`src/rtl/mul8_seq.sv`:
```
// mul8_seq: 8x8 unsigned sequential shift-and-add multiplier built around a single adder8.
//   clk   in   1   rising-edge clock
//   rst_n in   1   asynchronous active-low reset
//   start in   1   request pulse, accepted only in IDLE
//   x     in   8   multiplicand, sampled with an accepted start
//   y     in   8   multiplier, sampled with an accepted start
//   p     out 16   registered product, updated on completion
//   busy  out  1   high while not IDLE
//   done  out  1   one-cycle completion pulse
// Optional: define MUL8_EARLY_EXIT_EN to finish zero-operand requests straight from IDLE.

module adder8 (
    input  logic [7:0] a,
    input  logic [7:0] b,
    output logic [8:0] s
);
    assign s = {1'b0, a} + {1'b0, b};
endmodule

module mul8_seq (
    input  logic        clk,
    input  logic        rst_n,
    input  logic        start,
    input  logic [7:0]  x,
    input  logic [7:0]  y,
    output logic [15:0] p,
    output logic        busy,
    output logic        done
);
    typedef enum logic [1:0] {IDLE, RUN, DONE} state_t;
    state_t      state_q, state_d;
    logic [7:0]  mcand_q, mcand_d;
    logic [16:0] work_q, work_d;
    logic [2:0]  cnt_q, cnt_d;
    logic [15:0] p_q, p_d;
    logic [8:0]  sum;
    logic [16:0] added;
    logic [16:0] shifted;
    adder8 u_add (
        .a(work_q[15:8]),
        .b(mcand_q),
        .s(sum)
    );
    // The 9-bit sum lands in P[16:8] so the carry survives the following shift.
    assign added   = work_q[0] ? {sum, work_q[7:0]} : work_q;
    assign shifted = {1'b0, added[16:1]};
    always_comb begin
        state_d = state_q;
        mcand_d = mcand_q;
        work_d  = work_q;
        cnt_d   = cnt_q;
        p_d     = p_q;
        case (state_q)
            IDLE: begin
                if (start) begin
                    mcand_d = x;
                    work_d  = {9'h000, y};
                    cnt_d   = 3'd0;
                    state_d = RUN;
`ifdef MUL8_EARLY_EXIT_EN
                    if (x == 8'h00 || y == 8'h00) begin
                        state_d = DONE;
                        p_d     = 16'h0000;
                    end
`endif
                end
            end
            RUN: begin
                work_d = shifted;
                cnt_d  = cnt_q + 3'd1;
                if (cnt_q == 3'd7) begin
                    state_d = DONE;
                    p_d     = shifted[15:0];
                end
            end
            DONE:    state_d = IDLE;
            default: state_d = IDLE;
        endcase
    end
    always_ff @(posedge clk or negedge rst_n) begin
        if (!rst_n) begin
            state_q <= IDLE;
            mcand_q <= 8'h00;
            work_q  <= 17'h00000;
            cnt_q   <= 3'd0;
            p_q     <= 16'h0000;
        end else begin
            state_q <= state_d;
            mcand_q <= mcand_d;
            work_q  <= work_d;
            cnt_q   <= cnt_d;
            p_q     <= p_d;
        end
    end
    assign p    = p_q;
    assign busy = (state_q != IDLE);
    assign done = (state_q == DONE);
endmodule

```
`config.mk`:
```
export PLATFORM = sky130hd
export DESIGN_NAME = mul8_seq
export DESIGN_NICKNAME = d
export VERILOG_FILES = /design/src/rtl/mul8_seq.sv
export SDC_FILE = /design/constraint.sdc
export NUM_CORES = 1
export LEC_CHECK = 0
export ABC_CLOCK_PERIOD_IN_PS = 2600
export CAP_MARGIN = 40
export CORE_ASPECT_RATIO = 1.75
export CORE_MARGIN = 2
export CORE_UTILIZATION = 30
export DETAILED_ROUTE_END_ITERATION = 6
export PLACE_DENSITY = 0.58
export SLEW_MARGIN = 20
export SYNTH_ARGS = -nofsm -noshare
export SYNTH_HDL_FRONTEND = slang
export SYNTH_SLANG_ARGS = --single-unit
export TNS_END_PERCENT = 50
```
`constraint.sdc`:
```
create_clock -name clk -period 2.6 [get_ports clk]
set_input_delay 0.52 -clock clk [delete_from_list [all_inputs] [get_ports clk]]
set_output_delay 0.52 -clock clk [all_outputs]
set_load 0.02 [all_outputs]
```
Word level (Yosys, flattened, before mapping)

Cells that the tools add are included.
W data, S select, Z words.

Add/subtract/negate cells: 2
Equal/unequal tests: 5
Mux-type cells: 8
Reduce and logical (&&, ||, !) cells: 7

Operators by type and width:

| kind                  | count |
|---|---|
| $mux W17              | 2 |
| $pmux W17 S2          | 1 |
| $add A8 B8 Y9         | 1 |
| $reduce_and A2 Y1     | 4 |
| $pmux W3 S2           | 1 |
| $mux W2               | 2 |
| $ne A2 B2 Y1 const B  | 2 |
| $pmux W2 S2           | 1 |
| $reduce_bool A2 Y1    | 2 |
| $add A3 B1 Y3 const B | 1 |
| $eq A3 B3 Y1 const B  | 1 |
| $mux W3               | 1 |
| $eq A2 B1 Y1 const B  | 1 |
| $eq A2 B2 Y1 const B  | 1 |
| $logic_not A2 Y1      | 1 |

Output and inout port bits: 18
Logic and storage cells: 27
Bits in registers: 46

Depth between registers and ports, before layout

Gate-level depths: netlist of the first run.

Word-level depth: 3
Gate-level depth with buffers: 7
Depth with buffers taken out: 7

Hierarchy

Synthesis of the first run repeated with hierarchy kept, for this count alone.

Cell total of the unflattened synthesis: 205
Area total of the unflattened synthesis: 2278.4 um2

By module, submodules not included:

| module   | seq. area each (um2) | instances | cells an instance | area an instance (um2) |
|---|---|---|---|---|
| mul8_seq | 1126.1               | 1         | 163               | 1954.4 |
| adder8   | 0.0                  | 1         | 42                | 324.1 |

Worst setup path after synthesis of the first run

OpenSTA, ideal clock, no wires.

Kind: register to register
Start: register mcand_q[0]
End: register p_q[15] (netlist: p[15])
Path slack: 0.696 ns
Data arrival time: 1.775 ns
Cell stages (with the launch flop): 8
Library setup time: 0.129 ns
Data required time: 2.471 ns
Cell sequence: dfrtp_1 > ha_1 > fa_1 > a21o_1 > a221oi_2 > nor2b_1 > nor3_1 > o31ai_1

Word-level cells in the longest chain between the ends: 2

Ends and longest elaborated chain:

| element                  | line | RTL |
|---|---|---|
| start: declaration       | 32   | `logic [7:0] mcand_q, mcand_d;` |
| start signal: assignment | 89   | `mcand_q <= mcand_d;` |
| $add A8 B8 Y9            | 17   | `assign s = {1'b0, a} + {1'b0, b};` |
| $mux W17                 | 45   | `assign added = work_q[0] ? {sum, work_q[7:0]} : work_q;` |
| end signal: assignment   | 92   | `p_q <= p_d;` |
| end: declaration         | 35   | `logic [15:0] p_q, p_d;` |

No other way between the ends.
A chain may end at the register's enable or synchronous reset.

Final worst setup path of the first run

Ends and elaborated chain as after synthesis.

==> results of run 1 <==
## metrics by stage
stage | instance area [µm²] | std cells | util, %
6_report | 2745 | 337 | 40.04
5_1_grt | 2745 | 337 | 40.04
4_1_cts | 2745 | 337 | 40.04
3_5_place_dp | 2577 | 329 | 37.59
3_3_place_gp | 2577 | 329 | 37.59
2_1_floorplan | 2135 | 216 | -
## worst reg2reg max path, cell delays in order (launching register included)
cell      delay (ns)
dfrtp_1         0.38
ha_1            0.26
fa_1            0.42
a21o_1          0.20
a221oi_2        0.28
nor2b_1         0.08
nor3_1          0.24
o31ai_1         0.12
## worst min path at each step
stage,start,to,slack [ns],cells after the start
final,rst_n,p[0],0.31,2
after global routing,rst_n,mcand_q[6],0.37,2
after CTS,rst_n,mcand_q[0],0.34,2
after detailed placement,p[9],p[9],0.47,2
after global placement,p[10],p[10],0.46,2
after floorplan,rst_n,cnt_q[0],0.22,0
## flip-flops by register name (all words and copies together), names as in the netlist
register / cells
p: 16
work_q: 16
mcand_q: 8
cnt_q: 3
state_q: 2
## layout make-up
class / count / area share (%)
tap: 84 / 3.829
multi-input combinational: 158 / 34.73
sequential: 45 / 41.02
inverter: 2 / 0.2735
timing repair buffer: 40 / 14.04
clock buffer: 6 / 4.695
clock inverter: 2 / 1.413
## cell families after synthesis
| logic type | after synthesis | share of synthesized area (%) |
|---|---|---|
| and+or+nand+nor | 84 | 16.65 |
| AOI/OAI and AO/OA | 45 | 12.66 |
| DFF | 45 | 52.75 |
| buffers and inverters | 13 | 2.579 |
| muxes | 13 | 6.507 |
| adders and majority gates | 11 | 6.800 |
| xor gates and xnor gates | 5 | 2.051 |
## placed cells by master (no fill, tap or decap), types with 5 or more instances in the layout
master           netlist  layout
a31oi_1                8       8
clkbuf_16              0       5
clkdlybuf4s50_1        0      35
dfrtp_1               45      45
ha_1                  10      10
mux2_2                 7       7
mux2i_1                6       6
nand2_1               55      55
nand3_1               10      10
nor2_1                 8       8
o21ai_0               24      24
## power breakdown
group	internal [mW]	switching [mW]
Clock	0.455	0.265
Combinational	0.834	0.991
Sequential	1.05	0.267
Total	2.34	1.52
## metal layers
| metal | wire, µm | up-vias | GRT usage, % | part of all wire [%] |
|---|---|---|---|---|
| li1 | - | 811 | - | - |
| met1 | 1950 | 791 | 16.64 | 40 |
| met2 | 2612 | 27 | 24.84 | 54 |
| met3 | 128 | 10 | 2.330 | 2.6 |
| met4 | 173 | 0 | 7.619 | 3.6 |
| met5 | 0 | - | 0 | 0 |
==> impl_metrics.json, run 1 <==
{
  "status": "finished clean",
  "setup_tns_ns": 0,
  "yosysWarnings": 0,
  "clockBufferDepth": 2,
  "dpl.hpwl_um": 3543,
  "antenna_found_initial": 0,
  "grt_pass1_wl_um": 8321,
  "firstDrtPassIters": 4,
  "maxSlewHeadroom_pct": 61.12,
  "hold_viol": 0,
  "postSynthCellCount": 216,
  "reg2reg_from": "mcand_q[0]",
  "clkSlewWorstSetupHoldPaths_ns": 0.07,
  "drt-vias-per-instance": 4.864,
  "rsz0062_at_grt": "no",
  "io_pins": 37,
  "start_util_pct": 31.13,
  "fin_crit_ns": 2.114,
  "grt_pass1_vias": 1742,
  "cts_resized": 0,
  "synth.distinct_cells": 30,
  "layout-drive-gt1-share_pct": 9.091,
  "ctsHtreeMaxLevel": 2,
  "syn_area_um2": 2135,
  "cp_data_required_time_ns": 2.74,
  "tightest_slew_ns": 0.5832,
  "post-route-drc-count": 0,
  "cap_violations": 0,
  "reg2reg_slack_ns": 0.49,
  "leakagePower_nw": 1.254,
  "path_cells": "ha_1 -> fa_1 -> a21o_1 -> a221oi_2 -> nor2b_1 -> nor3_1 -> o31ai_1",
  "dieHeight_um": 115.6,
  "drtIter0Drc": 52,
  "grt_usage_pct": 14.41,
  "crit_path_max_incr_delay_ns": 0.42,
  "grt_max_degree": 46,
  "cts_buffers": 5,
  "root_buffer": "clkbuf_16",
  "worstReg2RegEnd": "p[15]",
  "setup_viol": 0,
  "reg2regPathDepth": 7,
  "syn_area_per_cell_um2": 9.882,
  "synthTopCellsByArea": "dfrtp_1 (53%), nand2_1 (9.7%), ha_1 (5.9%)",
  "cpLargestDelayFamily": "adder cells",
  "power_density_nw_per_um2": 1405,
  "cts_hold_buf": 0,
  "wl_per_cell_um": 14.44,
  "holdCritPathClass": "input pin to asynchronous set/reset pin",
  "die-area_um2": 7833,
  "final_nets": 282,
  "ant_nets": 0,
  "finalPower_mw": 3.858,
  "endpoint_kind": "flip-flop",
  "synthesis.nets": 246,
  "rows": 40,
  "clock_latency_ns": 0.29,
  "path_class": "flip-flop to flip-flop",
  "clock-sinks": 45,
  "regArea_um2": 1126,
  "cp_max_fo": 3,
  "post_cts.repair.setup_buffers": 0,
  "coreArea_um2": 6857,
  "critPathLaunchType": "flip-flop",
  "synth_ff_type": "dfrtp_1",
  "synth_seq_cells": 45,
  "wl_um": 4865,
  "ys_seq_area_share_pct": 52.75,
  "synthTopCellsByCount": "nand2_1 (55), dfrtp_1 (45), o21ai_0 (24), ha_1 (10), nand3_1 (10)",
  "max_freq_mhz": 473.1,
  "synth-edff-count": 0,
  "cp-endpoint": "p[15]",
  "port_buffers": 36,
  "async_flop_share_pct": 100.0,
  "skew_ns": 0.01075,
  "cts_tree": "yes",
  "synth_top_area_share_pct": 52.75,
  "fin_ws_ns": 0.4864,
  "ir_worst_vdd_uv": 617.4,
  "area_growth_pct": 28.60,
  "synth_largest_area_cell": "dfrtp_1",
  "synthMostInstantiatedCell": "nand2_1",
  "drv_slew": 0,
  "die_w_um": 67.77,
  "holdWs_ns": 0.3143,
  "crit_slowest_cell": "fa_1",
  "worst-path-buf-inv": 0,
  "pre_cts_ws_ns": 0.4964,
  "setup.worst_path.start": "mcand_q[0]",
  "vias": 1639,
  "diodes": 0,
  "multi_input_area_um2": 953.4,
  "grt_overflow": 0,
  "fin_crit_sh_pct": 81.29,
  "cp.arrival_ns": 2.26,
  "cp_num_cells": 7,
  "gp_congestion": 0.7682,
  "nFillCells": 688
}
(Power assumes the default switching activity.)
==> inputs of run 2 (changes only) <==
--- a/config.mk
+++ b/config.mk
@@ -5,13 +5,13 @@
 export SDC_FILE = /design/constraint.sdc
 export NUM_CORES = 1
 export LEC_CHECK = 0
-export ABC_CLOCK_PERIOD_IN_PS = 2600
+export ABC_CLOCK_PERIOD_IN_PS = 1700
 export CAP_MARGIN = 40
 export CORE_ASPECT_RATIO = 1.75
 export CORE_MARGIN = 2
 export CORE_UTILIZATION = 30
 export DETAILED_ROUTE_END_ITERATION = 6
-export PLACE_DENSITY = 0.58
+export PLACE_DENSITY = 0.6
 export SLEW_MARGIN = 20
 export SYNTH_ARGS = -nofsm -noshare
 export SYNTH_HDL_FRONTEND = slang
==> constraint.sdc (replaced) <==
create_clock -name clk -period 1.7 [get_ports clk]
set_input_delay 0.34 -clock clk [delete_from_list [all_inputs] [get_ports clk]]
set_output_delay 0.34 -clock clk [all_outputs]
set_load 0.02 [all_outputs]
==> run 2 against run 1 <==
Effect of this change: the run now ends with setup timing left; total power is 71% higher; worst hold slack better by 0.16 ns; clock-buffer cell count stayed put; register-to-register slack worse by 0.73 ns; clock skew is 0.0073 ns lower; fmax is 8.5% higher; sequential cell count stayed put; die area stayed put; sequential share of layout area is 3.3 points lower; via count is 3.6% higher; non-clock buffer count is 23 higher; combinational power is 91% higher; largest cell class unchanged; largest power group unchanged; highest routed layer unchanged.
==> impl_metrics.json, run 2 (synthesis results as in run 1) <==
{
  "rows": 40,
  "grt_pass1_vias": 1761,
  "ant_nets": 0,
  "drtIter0Drc": 44,
  "met3_usage_pct": 2.718,
  "holdCritPathClass": "flip-flop to flip-flop",
  "endpoint_kind": "flip-flop",
  "die_w_um": 67.77,
  "post-route-drc-count": 0,
  "cpLargestDelayFamily": "compound AO/OA/AOI/OAI gates",
  "hold_end": "p[8]",
  "diodes": 0,
  "path_cells": "ha_2 -> buf_4 -> buf_4 -> a211oi_2 -> nor3_1 -> or3_1 -> a31oi_1 -> o21ai_0",
  "met1_usage_pct": 16.79,
  "clkSlewWorstSetupHoldPaths_ns": 0.06,
  "maxSlewHeadroom_pct": 73.94,
  "reg2reg_from": "mcand_q[0]",
  "postLayoutCellArea_um2": 2984,
  "hold_viol": 0,
  "skew_ns": 0.003487,
  "final_common_cell": "nand2_1",
  "gr-usage-met2_pct": 25.88,
  "rsz0062_at_grt": "yes",
  "area_growth_pct": 39.80,
  "max_freq_mhz": 513.4,
  "fin_ws_ns": -0.2479,
  "fin_crit_sh_pct": 114.6,
  "cp.arrival_ns": 2.10,
  "clock_latency_ns": 0.29,
  "firstDrtPassIters": 3,
  "clockBufferDepth": 2,
  "cts_tree": "yes",
  "cp_data_required_time_ns": 1.86,
  "status": "complete, but fails checks",
  "critPathLaunchType": "flip-flop",
  "cp_max_fo": 2,
  "gp_congestion": 0.8375,
  "power_density_nw_per_um2": 2205,
  "grt_pass1_wl_um": 8466,
  "wl_per_cell_um": 14.24,
  "clock-sinks": 45,
  "final_nets": 305,
  "holdPathStages": 2,
  "grt_overflow": 0,
  "reg2regPathDepth": 8,
  "grt_max_degree": 38,
  "crit_path_max_incr_delay_ns": 0.38,
  "path_class": "flip-flop to flip-flop",
  "fin_crit_ns": 1.948,
  "antenna_found_initial": 0,
  "ctsHtreeMaxLevel": 2,
  "dpl.hpwl_um": 3746,
  "cts_buffers": 5,
  "worst-path-buf-inv": 2,
  "grt_usage_pct": 14.72,
  "busiest_layer": "met2",
  "layout-drive-gt1-share_pct": 19.20,
  "leakagePower_nw": 1.402,
  "dieHeight_um": 115.6,
  "placed_cell_area_um2": 2728,
  "coreArea_um2": 6857,
  "setup_viol": 10,
  "worstReg2RegEnd": "work_q[14]",
  "violations": "setup timing",
  "tightest_slew_ns": 0.3800,
  "io_pins": 37,
  "hold_path.startpoint": "p[8]",
  "die-area_um2": 7833,
  "cpMostUsedCell": "buf_4",
  "drv_slew": 0,
  "root_buffer": "clkbuf_16",
  "wl_um": 5125,
  "pre_cts_ws_ns": -0.2406,
  "drt-vias-per-instance": 4.717,
  "port_buffers": 36,
  "layout_common_cells": "nand2_1 (55), dfrtp_1 (45), clkdlybuf4s50_1 (33), buf_4 (24), o21ai_0 (12)",
  "crit_slowest_cell": "dfrtp_1",
  "vias": 1698,
  "reg2reg_slack_ns": -0.25,
  "ir_worst_vdd_uv": 1215,
  "start_util_pct": 31.13,
  "cap_violations": 0
}
run 2: worst min-delay path, delay by kind of cell (launching register included):
family,cells,cell delay [ns]
AO/OA/AOI/OAI,1,0.06
flip-flops,1,0.34
AND/OR/NAND/NOR,1,0.05
run 2: worst max path at each step:
stage,cells past startpoint,end,slack [ns],from
after floorplan,7,p[15],-0.17,work_q[8]
after global placement,7,p[15],-0.22,mcand_q[0]
after detailed placement,7,work_q[15],-0.24,mcand_q[0]
after CTS,7,work_q[13],-0.21,mcand_q[0]
after global routing,7,p[13],-0.37,mcand_q[0]
final,8,work_q[14],-0.25,mcand_q[0]
run 2: power breakdown:
group	switching [mW]	leakage, nW	total, mW	internal [mW]
registers	0.372	0.537	1.97	1.60
clock network	0.403	0.0831	1.14	0.733
logic	1.77	0.782	3.47	1.70
total	2.54	1.40	6.58	4.03
run 2: what timing repair did:
action,in CTS,in global routing
pin swaps,6,1
buffers inserted,3,3
endpoints found under the setup margin,12,15
hold endpoints to repair,14,0
gates resized for setup,4,14
hold buffers,1,0
run 2: area by class of cell:
| class | instances | area, µm² |
|---|---|---|
| multi-input combinational | 158 | 982.2 |
| inverter | 2 | 7.507 |
| tap | 84 | 105.1 |
| fill | 662 | 3872 |
| timing repair buffer | 63 | 586.8 |
| clock buffer | 6 | 138.9 |
| sequential | 45 | 1126 |
| clock inverter | 2 | 37.54 |
run 2: through the flow:
step	instances	utilization, %	power, mW	hold WS (ns)	setup TNS [ns]
final	360	43.52	6.579	0.4757	-1.740
after global routing	360	43.52	7.080	0.5072	-3.218
after CTS	357	42.88	6.477	0.4846	-1.437
after detailed placement	345	39.78	5.268	0.2995	-1.692
after global placement	345	39.78	5.199	0.2895	-1.503
after floorplan	216	-	3.892	0.04441	-0.5948
run 2: layer usage:
| metal | vias up | share of wire (%) |
|---|---|---|
| met5 | - | 0 |
| met2 | 31 | 55 |
| met4 | 0 | 3.1 |
| li1 | 860 | - |
| met3 | 11 | 2.9 |
| met1 | 796 | 39 |
